[src/rtl/cgra_tile_config_sink.sv]
// cgra_tile_config_sink: per-tile consumer of the CGRA configuration bus.
// Decodes tile-addressed writes into a local register bank, answers readback
// requests, counts accepted writes and flags end of configuration once the
// bus has been quiet (null cycles) for IDLE_LIMIT consecutive cycles.
// Optional feature macro: CONFIG_SHADOW_EN -- writes land in a shadow bank
// that is copied whole into the active bank when configuration completes.
//
// state   | meaning
// --------+-----------------------------------------------------------
// IDLE    | reset state, waiting for the first write to this tile
// LOADING | writes in progress, counting consecutive null cycles
// DONE    | bus quiet for IDLE_LIMIT cycles, configuration complete

module cgra_tile_config_sink #(
    parameter logic [15:0] TILE_ID    = 16'h0015,
    parameter int          NUM_REGS   = 8,
    parameter int          IDLE_LIMIT = 4
) (
    input  logic                     clk_in,
    input  logic                     reset_in,
    input  logic [31:0]              config_addr_in,
    input  logic [31:0]              config_data_in,
    output logic [32*NUM_REGS-1:0]   cfg_regs_out,
    output logic [31:0]              read_data_out,
    output logic                     read_valid_out,
    output logic [15:0]              write_count_out,
    output logic                     config_done_out,
    output logic                     err_out
);

    localparam int IDX_W = (NUM_REGS > 1) ? $clog2(NUM_REGS) : 1;
    localparam int CNT_W = $clog2(IDLE_LIMIT + 1);
    localparam logic [8:0]       NUM_REGS_W = 9'(NUM_REGS);
    localparam logic [CNT_W-1:0] CNT_LAST   = CNT_W'(IDLE_LIMIT - 1);
    localparam logic [CNT_W-1:0] CNT_MAX    = CNT_W'(IDLE_LIMIT);

    typedef enum logic [1:0] {
        IDLE    = 2'd0,
        LOADING = 2'd1,
        DONE    = 2'd2
    } state_t;

    state_t state_q, state_d;

    logic [CNT_W-1:0] idle_cnt;
    logic [31:0]      active_bank [NUM_REGS];

    logic [7:0]       opcode;
    logic [7:0]       index;
    logic [IDX_W-1:0] idx_sel;
    logic             hit, is_null, idx_ok, op_wr, op_rd;
    logic             wr_hit, wr_ok, rd_ok, err_hit;

    assign opcode  = config_addr_in[23:16];
    assign index   = config_addr_in[31:24];
    assign idx_sel = index[IDX_W-1:0];
    assign hit     = (config_addr_in[15:0] == TILE_ID);
    assign is_null = (config_addr_in == 32'h0);
    assign idx_ok  = ({1'b0, index} < NUM_REGS_W);
    assign op_wr   = (opcode == 8'h00);
    assign op_rd   = (opcode == 8'h80);
    // A write-opcode hit advances the FSM even if its index is out of range.
    assign wr_hit  = hit && op_wr;
    assign wr_ok   = wr_hit && idx_ok;
    assign rd_ok   = hit && op_rd && idx_ok;
    assign err_hit = hit && (!idx_ok || !(op_wr || op_rd));

    // Flatten the bank onto the output bus, register i at [32*i +: 32].
    for (genvar g = 0; g < NUM_REGS; g++) begin : g_flat
        assign cfg_regs_out[32*g +: 32] = active_bank[g];
    end

    // FSM state register.
    always_ff @(posedge clk_in or negedge reset_in) begin
        if (!reset_in) state_q <= IDLE;
        else           state_q <= state_d;
    end

    // FSM next-state: enter DONE on the IDLE_LIMIT-th consecutive null.
    always_comb begin
        state_d = state_q;
        unique case (state_q)
            IDLE:    if (wr_hit) state_d = LOADING;
            LOADING: if (is_null && idle_cnt == CNT_LAST) state_d = DONE;
            DONE:    if (wr_hit) state_d = LOADING;
            default: state_d = IDLE;
        endcase
    end

    // Null-run counter, only live in LOADING; saturates at IDLE_LIMIT.
    always_ff @(posedge clk_in or negedge reset_in) begin
        if (!reset_in) begin
            idle_cnt <= '0;
        end else if (state_q == LOADING && is_null) begin
            if (idle_cnt != CNT_MAX) idle_cnt <= idle_cnt + 1'b1;
        end else begin
            idle_cnt <= '0;
        end
    end

    assign config_done_out = (state_q == DONE);

`ifdef CONFIG_SHADOW_EN
    logic [31:0] shadow_bank [NUM_REGS];
    logic        enter_done;

    assign enter_done = (state_d == DONE) && (state_q != DONE);

    // Writes fill the shadow bank; the whole bank commits when DONE is reached.
    always_ff @(posedge clk_in or negedge reset_in) begin
        if (!reset_in) begin
            for (int i = 0; i < NUM_REGS; i++) begin
                shadow_bank[i] <= '0;
                active_bank[i] <= '0;
            end
        end else begin
            if (wr_ok) shadow_bank[idx_sel] <= config_data_in;
            if (enter_done) begin
                for (int i = 0; i < NUM_REGS; i++) active_bank[i] <= shadow_bank[i];
            end
        end
    end
`else
    // Writes land directly in the active bank.
    always_ff @(posedge clk_in or negedge reset_in) begin
        if (!reset_in) begin
            for (int i = 0; i < NUM_REGS; i++) active_bank[i] <= '0;
        end else if (wr_ok) begin
            active_bank[idx_sel] <= config_data_in;
        end
    end
`endif

    // Readback: one-cycle valid pulse, data holds between reads.
    always_ff @(posedge clk_in or negedge reset_in) begin
        if (!reset_in) begin
            read_data_out  <= '0;
            read_valid_out <= 1'b0;
        end else begin
            read_valid_out <= rd_ok;
            if (rd_ok) read_data_out <= active_bank[idx_sel];
        end
    end

    // Accepted-write counter, saturating.
    always_ff @(posedge clk_in or negedge reset_in) begin
        if (!reset_in)                            write_count_out <= '0;
        else if (wr_ok && write_count_out != 16'hFFFF) write_count_out <= write_count_out + 16'd1;
    end

    // Sticky error flag, cleared only by reset.
    always_ff @(posedge clk_in or negedge reset_in) begin
        if (!reset_in)    err_out <= 1'b0;
        else if (err_hit) err_out <= 1'b1;
    end

endmodule
[config.mk]
export PLATFORM = sky130hd
export DESIGN_NAME = cgra_tile_config_sink
export DESIGN_NICKNAME = d
export VERILOG_FILES = /design/src/rtl/cgra_tile_config_sink.sv
export SDC_FILE = /design/constraint.sdc
export NUM_CORES = 1
export LEC_CHECK = 0
export ABC_AREA = 1
export ABC_CLOCK_PERIOD_IN_PS = 2100
export BUFFER_PORTS_ARGS = -buffer_cell sky130_fd_sc_hd__buf_4
export CELL_PAD_IN_SITES_DETAIL_PLACEMENT = 1
export CELL_PAD_IN_SITES_GLOBAL_PLACEMENT = 1
export CORE_MARGIN = 2
export CORE_UTILIZATION = 39
export CTS_CLUSTER_SIZE = 20
export DETAILED_ROUTE_END_ITERATION = 16
export PLACE_DENSITY_LB_ADDON = 0.1
export SLEW_MARGIN = 20
export SYNTH_ARGS = -nofsm -noshare
export SYNTH_HDL_FRONTEND = slang
export SYNTH_SLANG_ARGS = --single-unit
[constraint.sdc]
create_clock -name clk_in -period 2.1 [get_ports clk_in]
set_clock_uncertainty 0.2 [all_clocks]
set_input_delay 0.21 -clock clk_in [delete_from_list [all_inputs] [get_ports clk_in]]
set_output_delay 0.21 -clock clk_in [all_outputs]
set_load 0.05 [all_outputs]
Yosys cells after proc, flatten, opt, wreduce, memory -nomap -nowiden
Cells that the tools add are included.
Widths: inputs -> output; s select.
- flip-flop bits (word level): 311
- bits of input ports: 66
- output and inout port bits: 307
- logic and storage cells: 59
- add/subtract/negate cells: 2
- $lt $le $gt $ge: 3
- equality and inequality tests: 10
- multiplexer cells: 11
- bitwise operators: 1
- reductions and logical operators: 18
- operator list (cell ; number):
    $bwmux 256 ; 1
    $bmux 32 s3 ; 1
    $demux 32 s3 ; 1
    $mux 32 ; 3
    $logic_not 32->1 ; 1
    $add 16x1->16 const B ; 1
    $eq 16x5->1 const B ; 1
    $ne 16x16->1 const B ; 1
    $logic_and 1x1->1 ; 9
    $eq 8x8->1 const B ; 1
    $logic_not 8->1 ; 1
    $lt 8x4->1 const B ; 1
    $mux 3 ; 2
    $ge 4x4->1 const B ; 1
    $lt 4x1->1 const B ; 1
    $mux 2 ; 2
    $ne 2x1->1 const B ; 2
    $not 3->4 ; 1
    $pmux 2 s2 ; 1
    $add 3x1->3 const B ; 1
    $eq 3x2->1 const B ; 1
    $ne 3x3->1 const B ; 1
    $eq 2x1->1 const B ; 1
    $eq 2x2->1 const B ; 1
    6 further kinds ; 8

Logic depth before layout (Yosys ltp)
Gate-level depths: netlist of run 1.
- depth after elaboration: 6
- mapped depth: 11
- mapped depth without buffers: 10

Worst setup path after synthesis of run 1
No wires, ideal clock.
- kind: flip-flop to flip-flop
- from: register write_count_out[1]
- to: register write_count_out[4]
- library setup time: 120 ps
- data arrival time: 1872 ps
- required time: 1780 ps
- path slack: -92 ps
- stages on the path, launching flop included: 10
- buffers on the path: 1
- period minus slack after synthesis: 2192 ps
- path through: dfrtp_1 ha_1 nand3_1 inv_1 nand2_1 inv_1 nand3_2 clkbuf_1 nand3_1 nand2_1
- cells in the longest elaborated chain, start to end: 2
- elaborated cells on any way between the ends: 3
- those cells by class: add/sub: 1; eq/ne: 1; reduce/logical: 1
- ends and longest elaborated chain (element ; line ; RTL):
    from (decl) ; 26 ; output logic [15:0] write_count_out,
    from (signal assigned) ; 148 ; else if (wr_ok && write_count_out != 16'hFFFF) write_count_out <= write_count_out + 16'd1;
    branches (longest 2 deep; another with $add 16x1->16) ; -- ;
Parallel ways; which one is timed is not known.
A chain may end at the register's enable or synchronous reset.

Final worst setup path of run 1
- from: input config_addr_in[3]
- to: register idle_cnt[1]
- cells in the longest elaborated chain, start to end: 3
- elaborated cells on any way between the ends: 4
- those cells by class: eq/ne: 1; mux: 1; reduce/logical: 2
- ends and longest elaborated chain (element ; line ; RTL):
    from (decl) ; 21 ; input logic [31:0] config_addr_in,
    $logic_not 32->1 * ; 58 ; assign is_null = (config_addr_in == 32'h0);
    $logic_and 1x1->1 * ; 94 ; end else if (state_q == LOADING && is_null) begin
    $ne 2x1->1 (no line) / $mux 3 (equally long branches) ; -- ;
    to (signal assigned) ; 95 ; if (idle_cnt != CNT_MAX) idle_cnt <= idle_cnt + 1'b1;
    to (decl) ; 45 ; logic [CNT_W-1:0] idle_cnt;
Mark *: on every way between the ends. The rest lies on a longest branch, timed or not.

==> load_flow_metrics.sql, run 1 <==
INSERT INTO impl_metrics (metric_group, metric, value, unit) VALUES
('timing', 'setup_viol', '0', ''),
('status', 'run_status', 'finished, final reports clean', ''),
('clock_network', 'clockBufferDepth', '3', ''),
('routing', 'avgRoutedWirePerCell', '22.0', 'µm'),
('layout', 'most-common-layout-cells', 'sky130_fd_sc_hd__nand2_1 (977), sky130_fd_sc_hd__buf_4 (445), sky130_fd_sc_hd__dfrtp_1 (309), sky130_fd_sc_hd__nand3_1 (283), sky130_fd_sc_hd__a21oi_1 (129)', ''),
('setup_path', 'cp.buffers_inverters', '3', ''),
('power_and_ir_drop', 'power_density', '625', 'nW/µm²'),
('grt', 'globalRouteOverflowTotal', '0', ''),
('clock_network', 'clkLatencyLatePin', '0.52', 'ns'),
('routing', 'drt-total-wl', '65700', 'µm'),
('routing', 'avgViaCountPerCell', '5.43', ''),
('layout', 'net_count_reported_at_finish', '2511', ''),
('clock_network', 'cts_inserted_buffers', '36', ''),
('grt', 'global_route_layer_with_the_greatest_usage', 'met2', ''),
('setup_path', 'cp.arrival', '2.28', 'ns'),
('die', 'die-area', '41600', 'µm²'),
('grt', 'grt_pass1_vias', '16713', ''),
('setup_path', 'crit_path_max_incr_delay', '0.57', 'ns'),
('routing', 'iter_0_drt_violations', '1040', ''),
('timing', 'whs', '0.0204', 'ns'),
('timing', 'setup_slack', '0.0666', 'ns'),
('grt', 'grt_first_pass_wirelength', '99400', 'µm'),
('setup_path', 'worst_setup_ep_type', 'flop', ''),
('hold_path', 'hold_sp', 'config_addr_in[22]', ''),
('timing', 'fin_setup_tns', '0', 'ns'),
('setup_path', 'reg_to_reg_critical_path_startpoint', 'write_count_out[1]$_DFFE_PN0P_', ''),
('setup_path', 'worst_setup_path_start_kind', 'input pin', ''),
('setup_path', 'critPathKind', 'input pin to flop', ''),
('timing', 'worst_slew_margin_rel', '0.662', ''),
('logic_synthesis', 'syn_inst', '2057', ''),
('setup_path', 'timing.critical_path.slowest_stage_cell', 'sky130_fd_sc_hd__dlygate4sd3_1', ''),
('routing', 'drt-pass1-iter-count', '5', ''),
('timing', 'tightestPinTransition', '0.507', 'ns'),
('logic_synthesis', 'synth_seq_area_share', '0.499', ''),
('placed_design', 'placedCellCount', '2879', ''),
('clock_network', 'ctsRootBufferMaster', 'sky130_fd_sc_hd__clkbuf_16', ''),
('setup_path', 'worstPathMaxFanout', '3', ''),
('logic_synthesis', 'ys_types', '27', ''),
('grt', 'antenna_found_initial', '1', ''),
('die', 'floorplan.io_pins', '373', ''),
('placed_design', 'numPortBuffers', '372', ''),
('hold_path', 'hp-class', 'input pin to flop', ''),
('placed_design', 'gpl.final_weighted_congestion', '0.837', ''),
('power_and_ir_drop', 'p_leak', '11.1', 'nW'),
('timing', 'final_hold_viol_count', '0', ''),
('setup_path', 'critical_path.startpoint', 'config_addr_in[3]', ''),
('clock_network', 'tritoncts', 'built', ''),
('logic_synthesis', 'mappedNetlistNets', '2127', ''),
('layout', 'area_grow_syn2layout', '33.2', '%'),
('layout', 'final_layout_size_suffix_gt1_frac', '0.228', ''),
('layout', 'fill_cells', '4950', ''),
('logic_synthesis', 'postSynthAreaPerCell', '7.58', 'µm²'),
('die', 'die_height', '204', 'µm'),
('clock_network', 'clk_slew_on_worst_s_h_paths', '0.06', 'ns'),
('layout', 'stdcell_count', '2991', ''),
('flow_run', 'max_cap_violations', '0', ''),
('die', 'floorplan.die.width', '204', 'µm'),
('die', 'std_cell_rows', '73', ''),
('setup_path', 'cell_by_cell_trace_of_the_critical_path', 'dlygate4sd3_1, buf_4, nor2_1, nand3_1, dlygate4sd3_1, nor2_2, nand2_1, nor2_2, nand2_2, a21oi_1', ''),
('grt', 'gr-usage-all-layers', '0.311', ''),
('routing', 'via_count', '16233', ''),
('clock_network', 'htree_levels', '2', ''),
('power_and_ir_drop', 'worst_ir_drop_vdd', '0.424', 'mV'),
('placed_design', 'dp_hpwl', '44800', 'µm'),
('placed_design', 'post-place-ws', '0.100', 'ns'),
('grt', 'groute.layer.met1.usage', '0.425', ''),
('routing', 'drtAntennaViolNets', '0', ''),
('timing', 'max_freq', '492', 'MHz'),
('die', 'design.core.area', '39600', 'µm²'),
('logic_synthesis', 'ys.warnings.count', '0', ''),
('timing', 'period_share', '0.968', '');
tightest hold or removal path, cell delays in order:
cell and delay (ns):
sky130_fd_sc_hd__buf_4 0.08, sky130_fd_sc_hd__nand3b_1 0.10, sky130_fd_sc_hd__nor2_1 0.06, sky130_fd_sc_hd__o21ai_0 0.14
sky130_fd_sc_hd__a21o_1 0.11
metal layers:
| layer | part of all wire | vias to the layer above |
|---|---|---|
| met1 | 0.43 | 8199 |
| li1 | - | 7323 |
| met4 | 0.035 | 0 |
| met3 | 0.063 | 130 |
| met2 | 0.47 | 581 |
| met5 | 0 | - |
metrics by stage:
step / instance area [µm²] / power [mW] / util
after global placement: 19100 / 6.81 / 0.481
after detailed placement: 19100 / 6.82 / 0.481
after CTS: 20700 / 13.1 / 0.521
after floorplan: 15600 / 6.38 / -
final: 20800 / 13.0 / 0.524
after global routing: 20800 / 13.3 / 0.524
power by group:
part           total [mW]  switching, mW  internal (mW)  leakage (nW)
sequential           5.99      0.0000125           5.99          4.34
clock                6.19           2.56           3.63         0.566
combinational       0.795          0.569          0.226          6.17
total                13.0           3.12           9.85          11.1
kinds of logic (layout without fill, tap and decap cells):
| family | count (synthesis) | after routing | share of synthesized area |
|---|---|---|---|
| fa+ha+maj | 4 | 4 | 0.00321 |
| buf+inv | 201 | 609 | 0.0729 |
| flops | 311 | 311 | 0.499 |
| other cells | 0 | 1 | 0 |
| simple gates | 1334 | 1334 | 0.356 |
| compound gates | 199 | 199 | 0.0640 |
| xor+xnor | 8 | 8 | 0.00449 |
Yosys cell counts:
cell type,n,area share
sky130_fd_sc_hd__nand3_2,1,0.00064
sky130_fd_sc_hd__inv_1,27,0.0065
sky130_fd_sc_hd__xnor2_1,4,0.0022
sky130_fd_sc_hd__nor2_8,1,0.0013
sky130_fd_sc_hd__nand2_2,1,0.00040
sky130_fd_sc_hd__clkbuf_1,39,0.0094
sky130_fd_sc_hd__a21oi_1,130,0.042
sky130_fd_sc_hd__clkbuf_2,8,0.0026
sky130_fd_sc_hd__xor2_1,4,0.0022
sky130_fd_sc_hd__nor3_1,1,0.00032
sky130_fd_sc_hd__nor2_2,5,0.0020
sky130_fd_sc_hd__nand3b_1,2,0.00096
sky130_fd_sc_hd__nor2_1,45,0.011
sky130_fd_sc_hd__buf_4,4,0.0019
sky130_fd_sc_hd__buf_6,34,0.025
sky130_fd_sc_hd__inv_2,4,0.00096
sky130_fd_sc_hd__nand2_1,978,0.24
sky130_fd_sc_hd__buf_2,81,0.026
sky130_fd_sc_hd__nor2_4,1,0.00072
sky130_fd_sc_hd__nand3_4,9,0.010
sky130_fd_sc_hd__o21ai_0,68,0.022
sky130_fd_sc_hd__nand3_1,285,0.091
sky130_fd_sc_hd__a21o_1,1,0.00048
sky130_fd_sc_hd__ha_1,4,0.0032
sky130_fd_sc_hd__dfrtp_1,311,0.50
sky130_fd_sc_hd__nand4_1,5,0.0020
sky130_fd_sc_hd__buf_1,4,0.00096
final cells by class:
type                            instances  area, µm²  area share
Sequential cell                       311       7780       0.375
Multi-Input combinational cell       1545       6760       0.326
Timing Repair Buffer                  516       4300       0.207
Clock buffer                           54       1070      0.0515
Tap cell                              525        657      0.0316
Inverter                               31        119     0.00572
Clock inverter                          8       68.8     0.00331
Antenna cell                            1       2.50    0.000121
path summary, 6_finish.rpt:
path	endpoint	slack (ns)	cells after the start
max in group asynchronous	cfg_regs_out[86]$_DFFE_PN0P_	0.88	3
hold reg to reg	err_out$_DFFE_PN0P_	0.26	1
hold / removal	err_out$_DFFE_PN0P_	0.02	5
min in group asynchronous	read_data_out[10]$_DFFE_PN0P_	0.03	2
setup / recovery	idle_cnt[1]$_DFFE_PN0P_	0.07	10
setup reg to reg	write_count_out[8]$_DFFE_PN0P_	0.18	9
registers in the layout, indices dropped and copies added (netlist names):
register / count
idle_cnt: 3
read_valid_out: 1
err_out: 1
cfg_regs_out: 256
state_q: 2
write_count_out: 16
read_data_out: 32
timing repair:
item,CTS,global route
hold endpoints to repair,571,0
resized for setup,0,10
buffers inserted,0,3
hold buffers,45,0
setup endpoints to repair,0,201
Note: power is estimated with default switching activity, not from simulation.
==> inputs of run 2 (changes only) <==
- CTS_BUF_LIST: unset -> sky130_fd_sc_hd__clkbuf_4 sky130_fd_sc_hd__clkbuf_8 sky130_fd_sc_hd__clkbuf_16
==> load_flow_metrics.sql, run 2 (synthesis results as in run 1) <==
INSERT INTO impl_metrics (metric_group, metric, value, unit) VALUES
('die', 'floorplan.die.width', '204', 'µm'),
('hold_path', 'hp-class', 'input pin to flop', ''),
('flow_run', 'max_cap_violations', '0', ''),
('setup_path', 'timing.critical_path.slowest_stage_cell', 'sky130_fd_sc_hd__dlygate4sd3_1', ''),
('setup_path', 'path_common_cell', 'sky130_fd_sc_hd__nand2_1', ''),
('setup_path', 'crit_path_max_incr_delay', '0.54', 'ns'),
('clock_network', 'clkLatencyLatePin', '0.51', 'ns'),
('layout', 'area_grow_syn2layout', '33.4', '%'),
('timing', 'worst_slew_margin_rel', '0.665', ''),
('routing', 'drtAntennaViolNets', '0', ''),
('die', 'floorplan.io_pins', '373', ''),
('routing', 'avgRoutedWirePerCell', '22.0', 'µm'),
('die', 'design.core.area', '39600', 'µm²'),
('grt', 'gr-usage-all-layers', '0.311', ''),
('timing', 'tightestPinTransition', '0.503', 'ns'),
('clock_network', 'cts_inserted_buffers', '36', ''),
('timing', 'final_hold_viol_count', '0', ''),
('power_and_ir_drop', 'worst_ir_drop_vdd', '0.423', 'mV'),
('clock_network', 'tritoncts', 'built', ''),
('power_and_ir_drop', 'total_power_consumption_of_the_routed_design', '13.1', 'mW'),
('clock_network', 'cts_sinks', '311', ''),
('setup_path', 'cp.required', '2.30', 'ns'),
('layout', 'largest_register_ffs', '256', ''),
('setup_path', 'reg2reg_setup_slack', '0.18', 'ns'),
('clock_network', 'htree_levels', '2', ''),
('die', 'std_cell_rows', '73', ''),
('timing', 'period_share', '0.970', ''),
('die', 'initial_utilization', '0.393', ''),
('grt', 'globalRouteOverflowTotal', '0', ''),
('grt', 'pin_count_of_the_biggest_net_entering_global_routing', '74', ''),
('routing', 'avgViaCountPerCell', '5.43', ''),
('setup_path', 'cell_by_cell_trace_of_the_critical_path', 'dlygate4sd3_1, buf_4, nor2_1, nand2_1, nor2_4, nand2_2, nor2_8, buf_12, nand3_4, buf_4, nand2_1, nand2_1', ''),
('clock_network', 'clockBufferDepth', '3', ''),
('routing', 'drc', '0', ''),
('power_and_ir_drop', 'power_density', '629', 'nW/µm²'),
('layout', 'fill_cells', '4950', ''),
('routing', 'drt-pass1-iter-count', '5', ''),
('routing', 'drt-total-wl', '65900', 'µm'),
('grt', 'grt_first_pass_wirelength', '99500', 'µm'),
('setup_path', 'worst_setup_ep_type', 'flop', ''),
('timing', 'max_freq', '491', 'MHz'),
('status', 'run_status', 'finished, final reports clean', ''),
('layout', 'most-common-layout-cells', 'sky130_fd_sc_hd__nand2_1 (977), sky130_fd_sc_hd__buf_4 (446), sky130_fd_sc_hd__dfrtp_1 (309), sky130_fd_sc_hd__nand3_1 (283), sky130_fd_sc_hd__a21oi_1 (129)', ''),
('setup_path', 'cp.arrival', '2.23', 'ns'),
('routing', 'iter_0_drt_violations', '969', ''),
('die', 'die_height', '204', 'µm'),
('grt', 'grt_pass1_vias', '16760', ''),
('clock_network', 'clk_slew_on_worst_s_h_paths', '0.06', 'ns'),
('timing', 'layout_min_cycle_time', '2.04', 'ns'),
('power_and_ir_drop', 'p_leak', '11.1', 'nW'),
('grt', 'antenna_found_initial', '1', ''),
('setup_path', 'worstPathMaxFanout', '18', ''),
('setup_path', 'worst_setup_path_start_kind', 'input pin', ''),
('clock_network', 'ctsRootBufferMaster', 'sky130_fd_sc_hd__clkbuf_16', ''),
('die', 'die-area', '41600', 'µm²'),
('layout', 'net_count_reported_at_finish', '2511', ''),
('timing', 'final-max-slew-violation-count', '0', ''),
('routing', 'via_count', '16229', ''),
('placed_design', 'dp_hpwl', '44800', 'µm'),
('timing', 'whs', '0.0190', 'ns'),
('placed_design', 'gpl.final_weighted_congestion', '0.837', ''),
('timing', 'setup_viol', '0', ''),
('setup_path', 'critPathKind', 'input pin to flop', ''),
('layout', 'final_layout_size_suffix_gt1_frac', '0.231', ''),
('layout', 'layout_commonest_cell', 'sky130_fd_sc_hd__nand2_1', ''),
('placed_design', 'numPortBuffers', '372', '');
-- run 2: cell count changes in the layout (fill, tap and decap cells not counted) --
cell and delta:
sky130_fd_sc_hd__clkbuf_1 -9, sky130_fd_sc_hd__clkbuf_4 +9, sky130_fd_sc_hd__buf_4 +1, sky130_fd_sc_hd__buf_6 -1
-- run 2: layout make-up --
type	count	area, µm²	share of cell area
multi-input combinational	1545	6760	0.325
inverter	31	119	0.00572
clock inverter	8	68.8	0.00331
sequential	311	7780	0.374
clock buffer	54	1100	0.0531
antenna	1	2.50	0.000120
timing repair buffer	516	4300	0.207
tap	525	657	0.0316
-- run 2: through the flow --
step	std cells	instance area, µm²	setup slack (ns)	utilization	TNS (ns)
after CTS	2986	20700	0.0692	0.522	0
after detailed placement	2879	19100	0.100	0.481	0
after global routing	2991	20800	-0.0553	0.525	-0.676
after floorplan	2057	15600	0.0401	-	0
after global placement	2879	19100	0.118	0.481	0
final	2991	20800	0.0640	0.525	0
-- run 2: repair_timing --
item	4_1_cts	5_1_grt
endpoints found under the setup margin	0	205
hold endpoints to repair	571	0
hold buffers	45	0
setup buffers	0	3
resized for setup	0	9
-- run 2: layer usage --
metal  GRT usage  wire length (µm)  vias up
li1            -                 -     7313
met1       0.426             28200     8151
met2       0.503             30900      638
met3      0.0467              4420      127
met4       0.111              2280        0
met5           0                 0        -
-- run 2: path summary, 6_finish.rpt --
kind	start	end	cells past startpoint
setup / recovery	config_addr_in[9]	cfg_regs_out[134]$_DFFE_PN0P_	12
setup reg to reg	write_count_out[1]$_DFFE_PN0P_	write_count_out[8]$_DFFE_PN0P_	9
hold reg to reg	err_out$_DFFE_PN0P_	err_out$_DFFE_PN0P_	1
min in group asynchronous	reset_in	read_data_out[10]$_DFFE_PN0P_	2
max in group asynchronous	reset_in	cfg_regs_out[87]$_DFFE_PN0P_	3
hold / removal	config_addr_in[22]	err_out$_DFFE_PN0P_	5
-- run 2: report_power, final --
part           internal (mW)  switching (mW)  total, mW  leakage (nW)
combinational          0.226           0.568      0.794          6.17
clock                   3.75            2.55       6.30         0.597
sequential              5.99       0.0000125       5.99          4.34
-- run 2: worst max-delay path: cells and delay by family --
kind,cells,cell delay [ns]
buf+inv,4,1.08
simple gates,8,0.91
